==> config.mk <==
export PLATFORM = sky130hd
export DESIGN_NAME = mem_arbiter_rr
export DESIGN_NICKNAME = d
export VERILOG_FILES = /design/src/rtl/mem_arbiter_rr.sv
export SDC_FILE = /design/constraint.sdc
export NUM_CORES = 1
export LEC_CHECK = 0
export ABC_AREA = 1
export ABC_CLOCK_PERIOD_IN_PS = 1800
export BUFFER_PORTS_ARGS = -buffer_cell sky130_fd_sc_hd__buf_2
export CAP_MARGIN = 10
export CORE_AREA = 2 2 547 549
export DETAILED_ROUTE_END_ITERATION = 6
export DIE_AREA = 0 0 549 551
export GPL_ROUTABILITY_DRIVEN = 0
export RECOVER_POWER = 25
export SYNTH_ARGS = -nofsm -noshare
export SYNTH_HDL_FRONTEND = slang
export SYNTH_SLANG_ARGS = --single-unit
==> constraint.sdc <==
create_clock -name clk -period 1.8 [get_ports clk]
set_clock_uncertainty 0.05 [all_clocks]
set_input_delay 0.36 -clock clk [delete_from_list [all_inputs] [get_ports clk]]
set_output_delay 0.36 -clock clk [all_outputs]
set_load 0.05 [all_outputs]
==> src/rtl/mem_arbiter_rr.sv <==
// N-port line-level memory arbiter: registered request capture, round-robin grant, single downstream line port.
// Define MEM_ARB_FIXED_PRIO_EN for fixed lowest-index-wins priority (no last-grant pointer).
module mem_arbiter_rr #(
  parameter int NUM_PORTS = 2,
  parameter int ADDR_W    = 32,
  parameter int LINE_W    = 256
) (
  input  logic                        clk,
  input  logic                        reset_n,
  input  logic [NUM_PORTS*ADDR_W-1:0] req_addr,
  input  logic [NUM_PORTS-1:0]        req_read,
  input  logic [NUM_PORTS-1:0]        req_write,
  input  logic [NUM_PORTS*LINE_W-1:0] req_wdata,
  output logic [LINE_W-1:0]           req_rdata,
  output logic [NUM_PORTS-1:0]        req_resp,
  output logic [NUM_PORTS-1:0]        grant,
  output logic [ADDR_W-1:0]           mem_addr,
  output logic                        mem_read,
  output logic                        mem_write,
  output logic [LINE_W-1:0]           mem_wdata,
  input  logic [LINE_W-1:0]           mem_rdata,
  input  logic                        mem_resp
);

  localparam int IDX_W = (NUM_PORTS > 1) ? $clog2(NUM_PORTS) : 1;

  typedef enum logic [1:0] {IDLE, BUSY, RESP} state_e;

  state_e                 state_q, state_d;
  logic [NUM_PORTS-1:0]   grant_q, grant_d;
  logic                   mem_read_q, mem_read_d;
  logic                   mem_write_q, mem_write_d;
  logic [ADDR_W-1:0]      addr_q, addr_d;
  logic [LINE_W-1:0]      wdata_q, wdata_d;
  logic [LINE_W-1:0]      rdata_q, rdata_d;
`ifndef MEM_ARB_FIXED_PRIO_EN
  logic [IDX_W-1:0]       last_q, last_d;
`endif

  logic [NUM_PORTS-1:0]   pending;
  logic                   win_found;
  logic [IDX_W-1:0]       win_idx;

  assign pending = req_read | req_write;

  // Winner search. Round-robin splits the pending set into ports above the
  // last grant (preferred, lowest first) and the wrap-around remainder.
  always_comb begin
    logic             lo_found;
    logic [IDX_W-1:0] lo_idx;
`ifndef MEM_ARB_FIXED_PRIO_EN
    logic             hi_found;
    logic [IDX_W-1:0] hi_idx;
    hi_found = 1'b0;
    hi_idx   = '0;
`endif
    lo_found = 1'b0;
    lo_idx   = '0;
    for (int i = NUM_PORTS - 1; i >= 0; i--) begin
      if (pending[i]) begin
`ifndef MEM_ARB_FIXED_PRIO_EN
        if (i > int'(last_q)) begin
          hi_found = 1'b1;
          hi_idx   = IDX_W'(i);
        end
`endif
        lo_found = 1'b1;
        lo_idx   = IDX_W'(i);
      end
    end
    win_found = lo_found;
`ifndef MEM_ARB_FIXED_PRIO_EN
    win_idx   = hi_found ? hi_idx : lo_idx;
`else
    win_idx   = lo_idx;
`endif
  end

  always_comb begin
    // NOTE: every _d signal gets its hold value first so no path can infer a latch.
    state_d     = state_q;
    grant_d     = grant_q;
    mem_read_d  = mem_read_q;
    mem_write_d = mem_write_q;
    addr_d      = addr_q;
    wdata_d     = wdata_q;
    rdata_d     = rdata_q;
`ifndef MEM_ARB_FIXED_PRIO_EN
    last_d      = last_q;
`endif
    unique case (state_q)
      IDLE: begin
        if (win_found) begin
          grant_d     = NUM_PORTS'(1) << win_idx;
          addr_d      = req_addr[int'(win_idx)*ADDR_W +: ADDR_W];
          wdata_d     = req_wdata[int'(win_idx)*LINE_W +: LINE_W];
          mem_read_d  = req_read[win_idx];
          mem_write_d = ~req_read[win_idx] & req_write[win_idx];
`ifndef MEM_ARB_FIXED_PRIO_EN
          last_d      = win_idx;
`endif
          state_d     = BUSY;
        end
      end
      BUSY: begin
        // Requester inputs are deliberately not looked at here.
        if (mem_resp) begin
          rdata_d     = mem_rdata;
          mem_read_d  = 1'b0;
          mem_write_d = 1'b0;
          state_d     = RESP;
        end
      end
      RESP: begin
        grant_d = '0;
        state_d = IDLE;
      end
      default: state_d = IDLE;
    endcase
  end

  // NOTE: sequential state uses non-blocking assignments so every register
  // samples the pre-edge values of the others.
  always_ff @(posedge clk or negedge reset_n) begin
    if (!reset_n) begin
      state_q     <= IDLE;
      grant_q     <= '0;
      mem_read_q  <= 1'b0;
      mem_write_q <= 1'b0;
      // NOTE: the line-wide datapath registers are reset because their zero
      // value is visible on the ports straight out of reset.
      addr_q      <= '0;
      wdata_q     <= '0;
      rdata_q     <= '0;
`ifndef MEM_ARB_FIXED_PRIO_EN
      last_q      <= IDX_W'(NUM_PORTS - 1);
`endif
    end else begin
      state_q     <= state_d;
      grant_q     <= grant_d;
      mem_read_q  <= mem_read_d;
      mem_write_q <= mem_write_d;
      addr_q      <= addr_d;
      wdata_q     <= wdata_d;
      rdata_q     <= rdata_d;
`ifndef MEM_ARB_FIXED_PRIO_EN
      last_q      <= last_d;
`endif
    end
  end

  assign req_resp  = (state_q == RESP) ? grant_q : '0;
  assign grant     = grant_q;
  assign mem_read  = mem_read_q;
  assign mem_write = mem_write_q;
  assign mem_addr  = addr_q;
  assign mem_wdata = wdata_q;
  assign req_rdata = rdata_q;

endmodule

==> summary.txt <==
Global routing
  – Routing usage on met2: 0.244
  – Met3 track demand over resource in global routing: 0.118
  – Met1 Track Usage GR: 0.192
  – Maximum number of pins on one net before global-route repair: 90
  – Number of global-route vias before repair: 32600
  – Layer with the highest usage after global routing: met2
  – Antenna violations before repair: 296
  – Total global routing overflow: 0
  – GRT Overall Usage: 0.170
  – First-pass GRT wire length: 334000 µm

Placement
  – Setup Slack @ Placement: -0.498 ns
  – Placed instance count: 7996
  – Final HPWL DP: 224000 µm
  – IO buf count: 1388

Clocking
  – Clk pin slew, worst setup/hold paths: 0.06 ns
  – CTS tree: done
  – CTS buffer count: 79
  – Number of sinks handled by clock tree synthesis: 551
  – Maximum root-to-sink buffer count: 4
  – Root Buffer Master: sky130_fd_sc_hd__clkbuf_16
  – Clock latency of the later-clocked register in the worst-skew pair: 0.76 ns
  – H-tree lvl count: 3

Die
  – Floorplan die area: 0.302 mm²
  – Core area: 0.296 mm²
  – Die width: 549 µm
  – Number of placement rows: 200
  – Die Ht: 551 µm
  – Starting Density: 0.0791
  – Number of ports placed on the die boundary: 1389

Flow run
  – Number of max-capacitance violations reported: 0

Setup path
  – Data arrival time of the critical path: 2.81 ns
  – Capturing element type of the critical path: flip-flop
  – Launch instance of the worst register-to-register path: last_q
  – Cell depth of the worst flop-to-flop path: 10
  – Largest fanout on the critical path: 6
  – Required @ worst endpoint: 2.42 ns
  – Crit start category: flip-flop
  – Type of the setup path with the least slack: reg2reg
  – Flop-to-flop setup slack: -0.39 ns
  – Capture point of the worst reg-to-reg path: mem_wdata[118]

Drt
  – Violation count after the first detailed-routing iteration: 3182
  – First-pass iteration count of the detailed router: 7
  – Routed Wire Length: 273000 µm
  – Via count: 32900
  – Final routed wire length divided by cell count: 29.6 µm
  – Antenna Violating Nets Remaining: 0
  – Number of remaining DRC errors: 1
  – Drt via density: 3.56

Layout
  – Footprint of the multi-input gates: 0.0108 mm²
  – Filler Cells Inserted: 32500
  – Nets: 5932
  – Share of final-layout standard cells stronger than drive strength 1: 0.424
  – Register cell area after layout: 0.0138 mm²
  – Non-filler cells in the finished layout: 9237
  – Area growth, synth to finish: 132%

Power
  – Leakage: 25.6 nW
  – Pwr Total: 112 mW
  – Portion of total power attributed to the clock network: 0.139
  – Part of the total power dissipated in sequential elements: 0.210
  – Peak supply drop: 1.10 mV
  – Psw: 62.5 mW
  – Internal power of the cells: 49.9 mW
  – Logic gate share of total power: 0.652
  – Net switching fraction of the power: 0.556
  – Power per cell area: 2060 mW/mm²

Timing
  – Fmax: 457 MHz
  – Final number of setup-violating endpoints: 649
  – Hold Vio Cnt, Final: 0
  – Unrepaired setup endpoints after global routing: yes
  – Crit path setup slack, layout: -0.389 ns
  – Rel. slew slack: 0.0975
  – Period utilization: 1.22
  – Final number of max-transition violations: 0
  – Minimum clock period after layout: 2.19 ns
  – Worst slew pin tran: 1.35 ns

Synth
  – Dominant combinational cell family by area after synthesis: simple AND/OR/NAND/NOR gates
  – Warnings, synthesis: 0
  – Number of nets produced by synthesis: 3562
  – Basic-gate share of the synthesized area counting and, or, nand and nor cells: 0.358
  – Post-Synthesis Mean Instance Area: 8.60 µm²
  – Largest area contributor in the netlist: sky130_fd_sc_hd__dfrtp_1
  – Synthesized instance count: 2723
  – Adder-Cell Fraction of Synth Area: 0
  – Post-synth top area share: 0.587
  – Sequential element share of the synthesized area: 0.589
  – Area of the mapped netlist: 0.0234 mm²
  – Xor-xnor portion of the synthesized cell area: 0
  – Post-synthesis cell type count: 19
  – Complex-gate fraction of the synthesized area: 0.00144
  – Post-synthesis register bit count: 551
  – Main area contributors after synthesis: sky130_fd_sc_hd__dfrtp_1 59%, sky130_fd_sc_hd__nand3_1 18%, sky130_fd_sc_hd__nand2_1 17%, sky130_fd_sc_hd__buf_2 3.1%, sky130_fd_sc_hd__buf_4 0.99%
  – Mux cell area share after synthesis: 0

Min path
  – Type of the tightest min-delay check: in2reg
  – Worst Hold Depth: 4
  – Hold path startpoint: req_read[0]
  – Hold Path Sink: mem_read

Run status
  – Status: complete, but fails checks
  – Violated checks: DRC, setup timing
[cells in the final DEF, fill, tap and decap left out, drive strengths merged]
cell type,n
clkinvlp,7
a21oi,1
dfrtp,550
inv,18
dfstp,1
dlygate4sd3,835
clkbuf,134
nand2,1067
buf,1640
nand3,865
o22ai,1
diode,154
o21ai,3
clkinv,9
bufinv,2
nor2,10
o31ai,1
[metrics by stage]
stage	utilization	cell area, µm²	TNS, ns	hold WS [ns]
finish	0.184	54400	-72.54	0.113
global route	0.183	54300	-150.30	0.0679
CTS	0.177	52300	-121.80	0.0135
detailed placement	0.121	36000	-112.66	0.196
global placement	0.121	36000	-118.24	0.194
floorplan	-	23400	0	0.0144
[Yosys cell counts (all sizes together)]
master / count
a21oi: 1
buf: 189
clkbuf: 26
dfrtp: 550
dfstp: 1
inv: 9
nand2: 1067
nand3: 865
nor2: 10
o21ai: 3
o22ai: 1
o31ai: 1
[final cells by class]
type | instances | area share
Antenna cell | 154 | 0.00708
Multi-Input combinational cell | 1948 | 0.199
Inverter | 9 | 0.00106
Clock inverter | 27 | 0.00451
Clock buffer | 105 | 0.0405
Timing Repair Buffer | 2504 | 0.404
Sequential cell | 551 | 0.254
Tap cell | 3939 | 0.0905
[state kept, by name, summed over array words and instances, names as in the netlist]
| name | count |
|---|---|
| mem_wdata | 256 |
| req_rdata | 256 |
| mem_addr | 32 |
| grant | 2 |
| state_q | 2 |
| last_q | 1 |
| mem_read | 1 |
| mem_write | 1 |
[critical path, stage by stage (launching register included)]
cell                         delay (ns)
sky130_fd_sc_hd__dfstp_2           0.54
sky130_fd_sc_hd__clkinvlp_4        0.19
sky130_fd_sc_hd__o21ai_4           0.24
sky130_fd_sc_hd__buf_12            0.18
sky130_fd_sc_hd__buf_16            0.17
sky130_fd_sc_hd__buf_12            0.12
sky130_fd_sc_hd__buf_12            0.10
sky130_fd_sc_hd__buf_8             0.12
sky130_fd_sc_hd__buf_16            0.15
sky130_fd_sc_hd__nand3_2           0.10
sky130_fd_sc_hd__nand3_2           0.10
[layer usage]
layer  vias up  wire, µm
li1      14000         -
met1     15500    103000
met2      2395    109000
met3       803     44900
met4       178     14800
met5         -      1380
[how the worst max path moves through the flow]
stage / start / to / slack (ns) / cells past startpoint
finish: last_q / mem_wdata[118] / -0.39 / 10
floorplan: grant[1] / req_resp[1] / 0.007 / 2
detailed placement: req_read[0] / mem_wdata[235] / -0.50 / 8
global route: last_q / mem_wdata[113] / -0.44 / 10
CTS: state_q[0] / req_resp[1] / -0.43 / 5
global placement: req_read[0] / mem_wdata[235] / -0.54 / 8
[what timing repair did]
| item | CTS | global route |
|---|---|---|
| cloned | 25 | 14 |
| gates resized for setup | 1109 | 308 |
| hold endpoints to repair | 991 | 0 |
| setup buffers | 84 | 16 |
| endpoints found under the setup margin | 882 | 1090 |
| hold buffers | 835 | 0 |
| pin swaps | 73 | 106 |
[cells by family (layout without fill, tap and decap cells)]
family                 count (synthesis)  after routing
AOI/OAI and AO/OA                      6              6
buffers and inverters                224           2645
DFF                                  551            551
other                                  0            154
and+or+nand+nor                     1942           1942
[power groups by stage]
stage / registers, mW / logic (mW) / clock network, mW
6_report: 23.5 / 73.3 / 15.6
5_1_grt: 24.1 / 77.0 / 16.4
4_1_cts: 23.4 / 70.9 / 16.1
3_5_place_dp: 22.1 / 58.0 / 0
3_3_place_gp: 22.1 / 57.8 / 0
2_1_floorplan: 42.3 / 12.8 / 0
Note: power is estimated with default switching activity, not from simulation.
